### src/rtl/nba_pkg.sv
// Shared types and constants for the number-baseball referee.
// The NBA_QCHECK_EN build uses question_ok() to reject malformed questions.
package nba_pkg;

  localparam int NUM_DIGITS = 4;
  localparam int DIGIT_W    = 4;
  localparam int MAX_CNT    = 200;
  localparam int CNT_W      = 16;

  localparam logic [2:0] INVALID_SCORE = 3'd7;

  typedef enum logic [1:0] {
    IDLE  = 2'd0,
    CMP   = 2'd1,
    REPLY = 2'd2,
    DONE  = 2'd3
  } state_t;

  // A legal question uses decimal digits only, each at most once.
  function automatic logic question_ok(input logic [NUM_DIGITS*DIGIT_W-1:0] q);
    logic ok;
    ok = 1'b1;
    for (int i = 0; i < NUM_DIGITS; i++) begin
      ok = ok & (q[i*DIGIT_W +: DIGIT_W] <= 4'd9);
      for (int j = i + 1; j < NUM_DIGITS; j++) begin
        ok = ok & (q[i*DIGIT_W +: DIGIT_W] != q[j*DIGIT_W +: DIGIT_W]);
      end
    end
    return ok;
  endfunction

endpackage

### src/rtl/nba_digit_cmp.sv
// Scores one question digit against the whole answer: strike if it sits in
// the same position, otherwise ball if it appears anywhere else.
module nba_digit_cmp #(
  parameter int NUM_DIGITS = nba_pkg::NUM_DIGITS,
  parameter int IDX_W      = 2
) (
  input  logic [nba_pkg::DIGIT_W-1:0]            q_digit,
  input  logic [IDX_W-1:0]                       idx,
  input  logic [NUM_DIGITS*nba_pkg::DIGIT_W-1:0] answer,
  output logic                                   is_strike,
  output logic                                   is_ball
);
  import nba_pkg::*;

  logic hit_same_s;
  logic hit_other_s;

  // Same-position match and any match at another position.
  always_comb begin
    hit_same_s  = (answer[idx*DIGIT_W +: DIGIT_W] == q_digit);
    hit_other_s = 1'b0;
    for (int j = 0; j < NUM_DIGITS; j++) begin
      hit_other_s = hit_other_s |
                    ((IDX_W'(j) != idx) && (answer[j*DIGIT_W +: DIGIT_W] == q_digit));
    end
  end

  assign is_strike = hit_same_s;
  assign is_ball   = !hit_same_s && hit_other_s;

endmodule

### src/rtl/nba_referee.sv
// Number-baseball referee: accepts a question, scores it one digit per cycle,
// and replies with strike/ball/count. Optional macro: NBA_QCHECK_EN.
module nba_referee #(
  parameter int NUM_DIGITS = nba_pkg::NUM_DIGITS,
  parameter int MAX_CNT    = nba_pkg::MAX_CNT,
  parameter int CNT_W      = nba_pkg::CNT_W
) (
  input  logic                                   clk,
  input  logic                                   reset,
  input  logic [NUM_DIGITS*nba_pkg::DIGIT_W-1:0] answer,
  input  logic [NUM_DIGITS*nba_pkg::DIGIT_W-1:0] question,
  input  logic                                   ask_valid,
  output logic                                   ask_ready,
  output logic [2:0]                             strike,
  output logic [2:0]                             ball,
  output logic [CNT_W-1:0]                       cnt,
  output logic                                   correct,
  output logic                                   reply_valid,
  input  logic                                   reply_ready
);
  import nba_pkg::*;

  localparam int IDX_W = (NUM_DIGITS > 1) ? $clog2(NUM_DIGITS) : 1;
  localparam int QW    = NUM_DIGITS * DIGIT_W;

  state_t              state_r, next_state_s;
  logic [QW-1:0]       answer_r, question_r;
  logic [IDX_W-1:0]    idx_r;
  logic [2:0]          strike_acc_r, ball_acc_r;
  logic [2:0]          strike_next_s, ball_next_s;
  logic [DIGIT_W-1:0]  q_digit_s;
  logic                is_strike_s, is_ball_s;
  logic                accept_s, reply_fire_s, last_cmp_s, q_valid_s;
  logic [CNT_W-1:0]    cnt_inc_s;

`ifdef NBA_QCHECK_EN
  assign q_valid_s = question_ok(question);
`else
  assign q_valid_s = 1'b1;
`endif

  assign accept_s      = ask_valid && ask_ready && (state_r == IDLE);
  assign reply_fire_s  = reply_valid && reply_ready;
  assign last_cmp_s    = (idx_r == IDX_W'(NUM_DIGITS - 1));
  assign q_digit_s     = question_r[idx_r*DIGIT_W +: DIGIT_W];
  assign strike_next_s = strike_acc_r + {2'b00, is_strike_s};
  assign ball_next_s   = ball_acc_r + {2'b00, is_ball_s};
  assign cnt_inc_s     = (cnt == {CNT_W{1'b1}}) ? cnt : cnt + {{(CNT_W-1){1'b0}}, 1'b1};

  nba_digit_cmp #(
    .NUM_DIGITS (NUM_DIGITS),
    .IDX_W      (IDX_W)
  ) u_cmp (
    .q_digit   (q_digit_s),
    .idx       (idx_r),
    .answer    (answer_r),
    .is_strike (is_strike_s),
    .is_ball   (is_ball_s)
  );

  // Round sequencing: IDLE -> CMP (or straight to REPLY when rejected) -> REPLY -> IDLE/DONE.
  always_comb begin
    next_state_s = state_r;
    case (state_r)
      IDLE: begin
        if (accept_s) begin
          next_state_s = q_valid_s ? CMP : REPLY;
        end else begin
          next_state_s = IDLE;
        end
      end
      CMP: begin
        if (last_cmp_s) begin
          next_state_s = REPLY;
        end else begin
          next_state_s = CMP;
        end
      end
      REPLY: begin
        if (reply_fire_s) begin
          if (correct || (cnt == CNT_W'(MAX_CNT))) begin
            next_state_s = DONE;
          end else begin
            next_state_s = IDLE;
          end
        end else begin
          next_state_s = REPLY;
        end
      end
      DONE:    next_state_s = DONE;
      default: next_state_s = IDLE;
    endcase
  end

  // State, scoring datapath and registered handshake outputs; reply_valid
  // trails entry into REPLY by one cycle so scores are settled first.
  always_ff @(posedge clk) begin
    if (reset) begin
      state_r      <= IDLE;
      answer_r     <= answer;
      question_r   <= '0;
      idx_r        <= '0;
      strike_acc_r <= 3'd0;
      ball_acc_r   <= 3'd0;
      ask_ready    <= 1'b0;
      reply_valid  <= 1'b0;
      strike       <= 3'd0;
      ball         <= 3'd0;
      cnt          <= '0;
      correct      <= 1'b0;
    end else begin
      state_r     <= next_state_s;
      ask_ready   <= (next_state_s == IDLE);
      reply_valid <= (state_r == REPLY) && !reply_fire_s;
      case (state_r)
        IDLE: begin
          if (accept_s) begin
            question_r   <= question;
            idx_r        <= '0;
            strike_acc_r <= 3'd0;
            ball_acc_r   <= 3'd0;
            if (!q_valid_s) begin
              strike  <= INVALID_SCORE;
              ball    <= INVALID_SCORE;
              correct <= 1'b0;
              cnt     <= cnt_inc_s;
            end
          end
        end
        CMP: begin
          strike_acc_r <= strike_next_s;
          ball_acc_r   <= ball_next_s;
          idx_r        <= idx_r + IDX_W'(1);
          if (last_cmp_s) begin
            strike  <= strike_next_s;
            ball    <= ball_next_s;
            correct <= (strike_next_s == 3'(NUM_DIGITS));
            cnt     <= cnt_inc_s;
          end
        end
        default: begin
        end
      endcase
    end
  end

endmodule

### config.mk
export PLATFORM = sky130hd
export DESIGN_NAME = nba_referee
export DESIGN_NICKNAME = d
export VERILOG_FILES = /design/src/rtl/nba_pkg.sv /design/src/rtl/nba_digit_cmp.sv /design/src/rtl/nba_referee.sv
export SDC_FILE = /design/constraint.sdc
export NUM_CORES = 1
export LEC_CHECK = 0
export CORE_MARGIN = 4
export CORE_UTILIZATION = 56
export CTS_CLUSTER_SIZE = 14
export DETAILED_ROUTE_END_ITERATION = 16
export PLACE_DENSITY = 0.91
export SLEW_MARGIN = 20
export SYNTH_ARGS = -nofsm -noshare
export SYNTH_HDL_FRONTEND = slang
export SYNTH_SLANG_ARGS = --single-unit
### constraint.sdc
create_clock -name clk -period 6.6 [get_ports clk]
set_input_delay 1.32 -clock clk [delete_from_list [all_inputs] [get_ports clk]]
set_output_delay 1.32 -clock clk [all_outputs]
set_load 0.05 [all_outputs]
# Word level (Yosys, flattened, before mapping)
# Index checks and enable logic that the tools add are counted.
# op_classes
n_addsub	4
n_eq_ne	16
shifts	2
n_mux	10
bitwise_logic	4
n_reduce_logical	20
# op_table
op	count
16-bit by 5-bit variable part select with 4-bit output	2
4-bit == test	5
16-bit by 1-bit adder with 16-bit output (second input constant)	1
16-bit == test (second input constant)	1
16-bit by 8-bit == test with 1-bit output (second input constant)	1
3-bit case mux with 2 select lines	2
1-bit logical AND	9
2-bit 2-to-1 mux	4
2-bit case mux with 4 select lines	1
3-bit by 1-bit adder with 3-bit output	2
2-bit == test (second input constant)	3
2-bit AND reduction	3
2-bit zero test	2
2-bit != test (first input constant)	2
2-bit case mux with 2 select lines	1
2-bit nonzero test	2
3-bit == test (second input constant)	1
3-bit 2-to-1 mux	1
1-bit OR	3
3-bit AND reduction	1
2-bit by 1-bit adder with 2-bit output (second input constant)	1
2-bit by 1-bit == test with 1-bit output (second input constant)	1
1-bit zero test	2
1-bit by 2-bit != test with 1-bit output (first input constant)	1
other kinds (4)	4
# totals
reg_bits	67
in_bits	36

# Depth between registers and ports, before layout
# logic_depth
depth_word	9
ltp_mapped	14
depth_no_buf	12

# Modules after synthesis
# Synthesis repeated with hierarchy kept, for this count alone.
# hier_totals
hier_cells	345
hier_area_um2	3314.4
# modules_own_cells
module	n_inst	cells_per_inst	area_per_inst_um2
nba_referee	1	299	2899.0
nba_digit_cmp	1	46	415.4

# Least setup slack after synthesis
# No wires, ideal clock.
# synth_timing
path_kind	flip-flop to flip-flop
start	register idx_r[0]
end	register ball[2]
t_arrival_ns	2.386
required_time_ns	6.514
setup_slack_ns	4.128
path_stages_with_launch	12
path_buffers	2
period_less_slack_ns	2.472
cell_sequence	dfxtp_1 buf_6 mux4_1 clkbuf_1 xor2_1 nor4_2 a41oi_1 a31oi_1 ha_1 ha_1 xnor2_1 a211oi_1
# synth_between
elab_chain_cells	8
word_cells_on_any_way	23
# synth_rtl
element	line	text
from (decl)	nba_referee.sv:28	logic [IDX_W-1:0] idx_r;
from (signal assigned)	nba_referee.sv:133	idx_r <= idx_r + IDX_W'(1);
16-bit by 5-bit variable part select with 4-bit output	nba_referee.sv:45	assign q_digit_s = question_r[idx_r*DIGIT_W +: DIGIT_W];
4-bit == test	nba_digit_cmp.sv:24	((IDX_W'(j) != idx) && (answer[j*DIGIT_W +: DIGIT_W] == q_digit));
1-bit logical AND	nba_digit_cmp.sv:24	
1-bit OR (3 in a row)	nba_digit_cmp.sv:23	hit_other_s = hit_other_s |
1-bit logical AND	nba_digit_cmp.sv:29	assign is_ball = !hit_same_s && hit_other_s;
3-bit by 1-bit adder with 3-bit output	nba_referee.sv:47	assign ball_next_s = ball_acc_r + {2'b00, is_ball_s};
to (signal assigned)	nba_referee.sv:136	ball <= ball_next_s;
to (decl)	nba_referee.sv:15	output logic [2:0] ball,
# Several ways; a longest one is shown, not always the timed one.
# A chain may end at the register's enable or synchronous reset.

# Final worst setup path
# layout_timing
start	register cnt[6]
end	output cnt[6]
# layout_lines
element	line	text
from (decl)	nba_referee.sv:16	output logic [CNT_W-1:0] cnt,
from (signal assigned)	nba_referee.sv:126	cnt <= cnt_inc_s;
from (signal assigned)	nba_referee.sv:138	cnt <= cnt_inc_s;
# No word-level cell between the ends.

==> results by group <==
Global route
  • Aggregate global-route resource usage: 21.12%
  • First-pass GRT wire length: 11.90 mm
  • Initial antenna violation count: 0
  • Total grt overflow: 0
  • Vias in the first global route: 2546
  • Largest net degree at the start of global routing: 68

Floorplan
  • Chip width: 82.87 µm
  • Core area: 5270 µm²
  • Die area: 6867 µm²
  • Die Y: 82.87 µm
  • Rows: 26
  • Initial Utilization: 59.57%
  • # IOs: 61

Route
  • DRC viols: 0
  • Avg WL per Cell: 15.09 µm
  • Post-DR vias/cell: 5.546
  • Via count: 2529
  • Post-route ant nets: 0
  • Routed wire length: 6.882 mm
  • DRT Pass-1 Iters: 4
  • DR iter-0 viols: 171

Min path
  • Hold path start: question_r[5]$_SDFFE_PP0P_
  • Hold path endpoint: question_r[5]$_SDFFE_PP0P_
  • Hold Crit Class: reg -> reg
  • WHS Path Cells: 2

Timing
  • Setup violations, final: 0
  • Slew Limit Fails: 0
  • Headroom to the max-slew limit: 44.85%
  • Tmin final: 2.985 ns
  • Final Hold Vio Count: 0
  • Hold_ws: 0.4637 ns
  • Setup Skew: 0.006270 ns
  • Setup WS post-layout: 3.615 ns
  • FMAX: 335.0 MHz
  • Worst slew pin tran: 0.8249 ns
  • Setup TNS: 0 ns
  • RSZ-0062 raised after global routing: no
  • Final Cycle Share: 45.23%

Final layout
  • Layout cell share with drive strength beyond 1: 5.440%
  • Area grow syn2layout: 23.95%
  • Design Area, Final: 3891 µm²
  • Final Instance Count excl. Fillers: 456
  • Commonest non-fill, non-tap cell in the layout: nand2_1
  • Commonest cells after routing, fill and taps aside: nand2_1 (62), clkdlybuf4s50_1 (59), dfxtp_1 (51)
  • Final Util: 73.84%
  • Antenna cell count: 0
  • Nets: 427

Worst setup path
  • Terminus of the critical flop-to-flop path: ball_acc_r[2]$_SDFFE_PP0P_
  • Critical Path Fanout Max: 7
  • Crit-path slowest cell: clkdlybuf4s50_1
  • Crit end category: primary output
  • Max stage delay on crit path: 0.87 ns
  • R2R depth: 11
  • Crit path DAT: 1.66 ns
  • Worst Setup Start Kind: flop
  • Top delay family on crit path: buffers and inverters
  • Data required, critical path: 5.28 ns
  • Worst r2r src: idx_r[0]$_SDFFE_PP0P_
  • CP bufs+invs: 1
  • R2R Setup Slk: 3.64 ns
  • Worst-path cell chain: clkdlybuf4s50_1
  • Crit Path Category: reg -> out

Synthesis
  • Synthesized area: 3139 µm²
  • Synth area leader: dfxtp_1
  • Synth warn: 0
  • Yosys cell types: 36
  • Synth Register Bits: 67
  • Mapped Cells: 328
  • Fraction of post-synthesis cell area in the top cell type by area: 32.52%
  • Sequential share of the synthesized area: 47.83%
  • Syn_area_per_cell: 9.571 µm²
  • Synth top area cells: dfxtp_1 (33%), edfxtp_1 (15%), nand2_1 (7.4%), xor2_1 (5.9%), a21oi_1 (5.1%)
  • Post-synth net total: 374

Power and ir drop
  • Internal power: 0.6079 mW
  • Sw Share: 23.76%
  • NetSw: 0.1895 mW
  • Comb pwr share: 10.0%
  • Reg power frac: 56.0%
  • Static leakage: 1.379 nW
  • Power per cell area: 204.9 nW/µm²
  • Final Power: 0.7974 mW
  • Peak supply drop: 0.1489 mV
  • Clock share of power: 34.0%

Clocking
  • Post-CTS Setup Repair Bufs: 0
  • Post-cts sizing count: 0
  • Clock transition at the registers of the reported paths: 0.06 ns
  • CTS tree: done
  • Clock buffer depth: 2
  • Max H-tree Level: 3
  • Clock Sink Count: 67
  • Hold Buf Count CTS: 0
  • Root buffer cell: clkbuf_8
  • Latest clock arrival within the worst-skew pair: 0.34 ns
  • TritonCTS Buffers: 9

Place
  • RePlAce Congestion: 0.7916
  • Placed cells: 440
  • Port Buf Inserts: 60
  • Pre-CTS setup slack: 3.466 ns
  • DP HPWL: 4.827 mm
  • Post-DP Area: 3740 µm²

Flow run
  • Max-cap viol count: 0

Outcome
  • Outcome: finished, final reports clean
[power by group through the flow]
stage	Combinational, mW	Sequential (mW)	Clock (mW)
floorplan	0.0485	0.452	0
global placement	0.0768	0.454	0
detailed placement	0.0792	0.455	0
CTS	0.0800	0.446	0.274
global route	0.0875	0.448	0.295
finish	0.0799	0.446	0.271
[layout make-up]
class | instances | area, µm²
multi-input cells | 236 | 1525
repair buffers | 61 | 603.1
flip-flops and latches | 67 | 1501
well taps | 70 | 87.58
inverters | 6 | 22.52
clock buffers | 11 | 131.4
clock inverters | 5 | 20.02
fillers | 383 | 1379
[worst max path at each step]
stage,startpoint,to,slack (ns),depth (start not counted)
floorplan,idx_r[0]$_SDFFE_PP0P_,ball[2]$_SDFFE_PP0P_,4.13,11
global placement,ask_valid,strike_acc_r[2]$_SDFFE_PP0P_,3.60,6
detailed placement,ask_valid,strike_acc_r[2]$_SDFFE_PP0P_,3.47,6
CTS,cnt[6]$_SDFFE_PP0P_,cnt[6],3.60,1
global route,idx_r[0]$_SDFFE_PP0P_,ball_acc_r[2]$_SDFFE_PP0P_,3.43,11
finish,cnt[6]$_SDFFE_PP0P_,cnt[6],3.62,1
[flip-flops by register name (all words and copies together), names as in the netlist, 2 cells and up]
signal and count:
answer_r 16, ball 3, ball_acc_r 3, cnt 16, idx_r 2, question_r 16, state_r 2, strike 3
strike_acc_r 3
[layer usage]
layer | vias up | GRT usage [%] | part of all wire [%]
li1 | 1235 | - | -
met1 | 1178 | 26.48 | 43
met2 | 95 | 33.02 | 47
met3 | 21 | 5.842 | 6.8
met4 | 0 | 11.29 | 2.9
met5 | - | 0 | 0
[cell families after synthesis]
| logic type | count (synthesis) | synth area share (%) |
|---|---|---|
| compound gates | 43 | 7.373 |
| fa+ha+maj | 10 | 3.986 |
| mux | 10 | 6.616 |
| simple gates | 136 | 20.05 |
| xor+xnor | 37 | 10.56 |
| flops | 67 | 47.83 |
| buf+inv | 25 | 3.587 |
[cell usage after synthesis]
cell,count
a21oi_2,1
edfxtp_1,16
a41oi_1,1
xnor2_2,1
nor2b_1,2
and4_1,1
a21oi_1,32
nor4_1,2
and4b_1,1
clkbuf_1,14
nor2_1,34
nor3b_1,1
ha_1,10
mux4_1,5
a22oi_1,1
o21ai_0,5
and3_1,4
buf_2,3
nand4b_1,1
nor3_1,1
dfxtp_1,51
nand4_1,7
nor4_2,4
xnor2_1,15
nand3_1,14
nand2b_1,1
buf_6,2
a31oi_1,1
a211oi_1,2
xor2_1,21
nand2_1,62
mux2_2,1
and3b_1,1
mux4_2,2
mux2i_1,2
inv_1,6
Note: power is estimated with default switching activity, not from simulation.
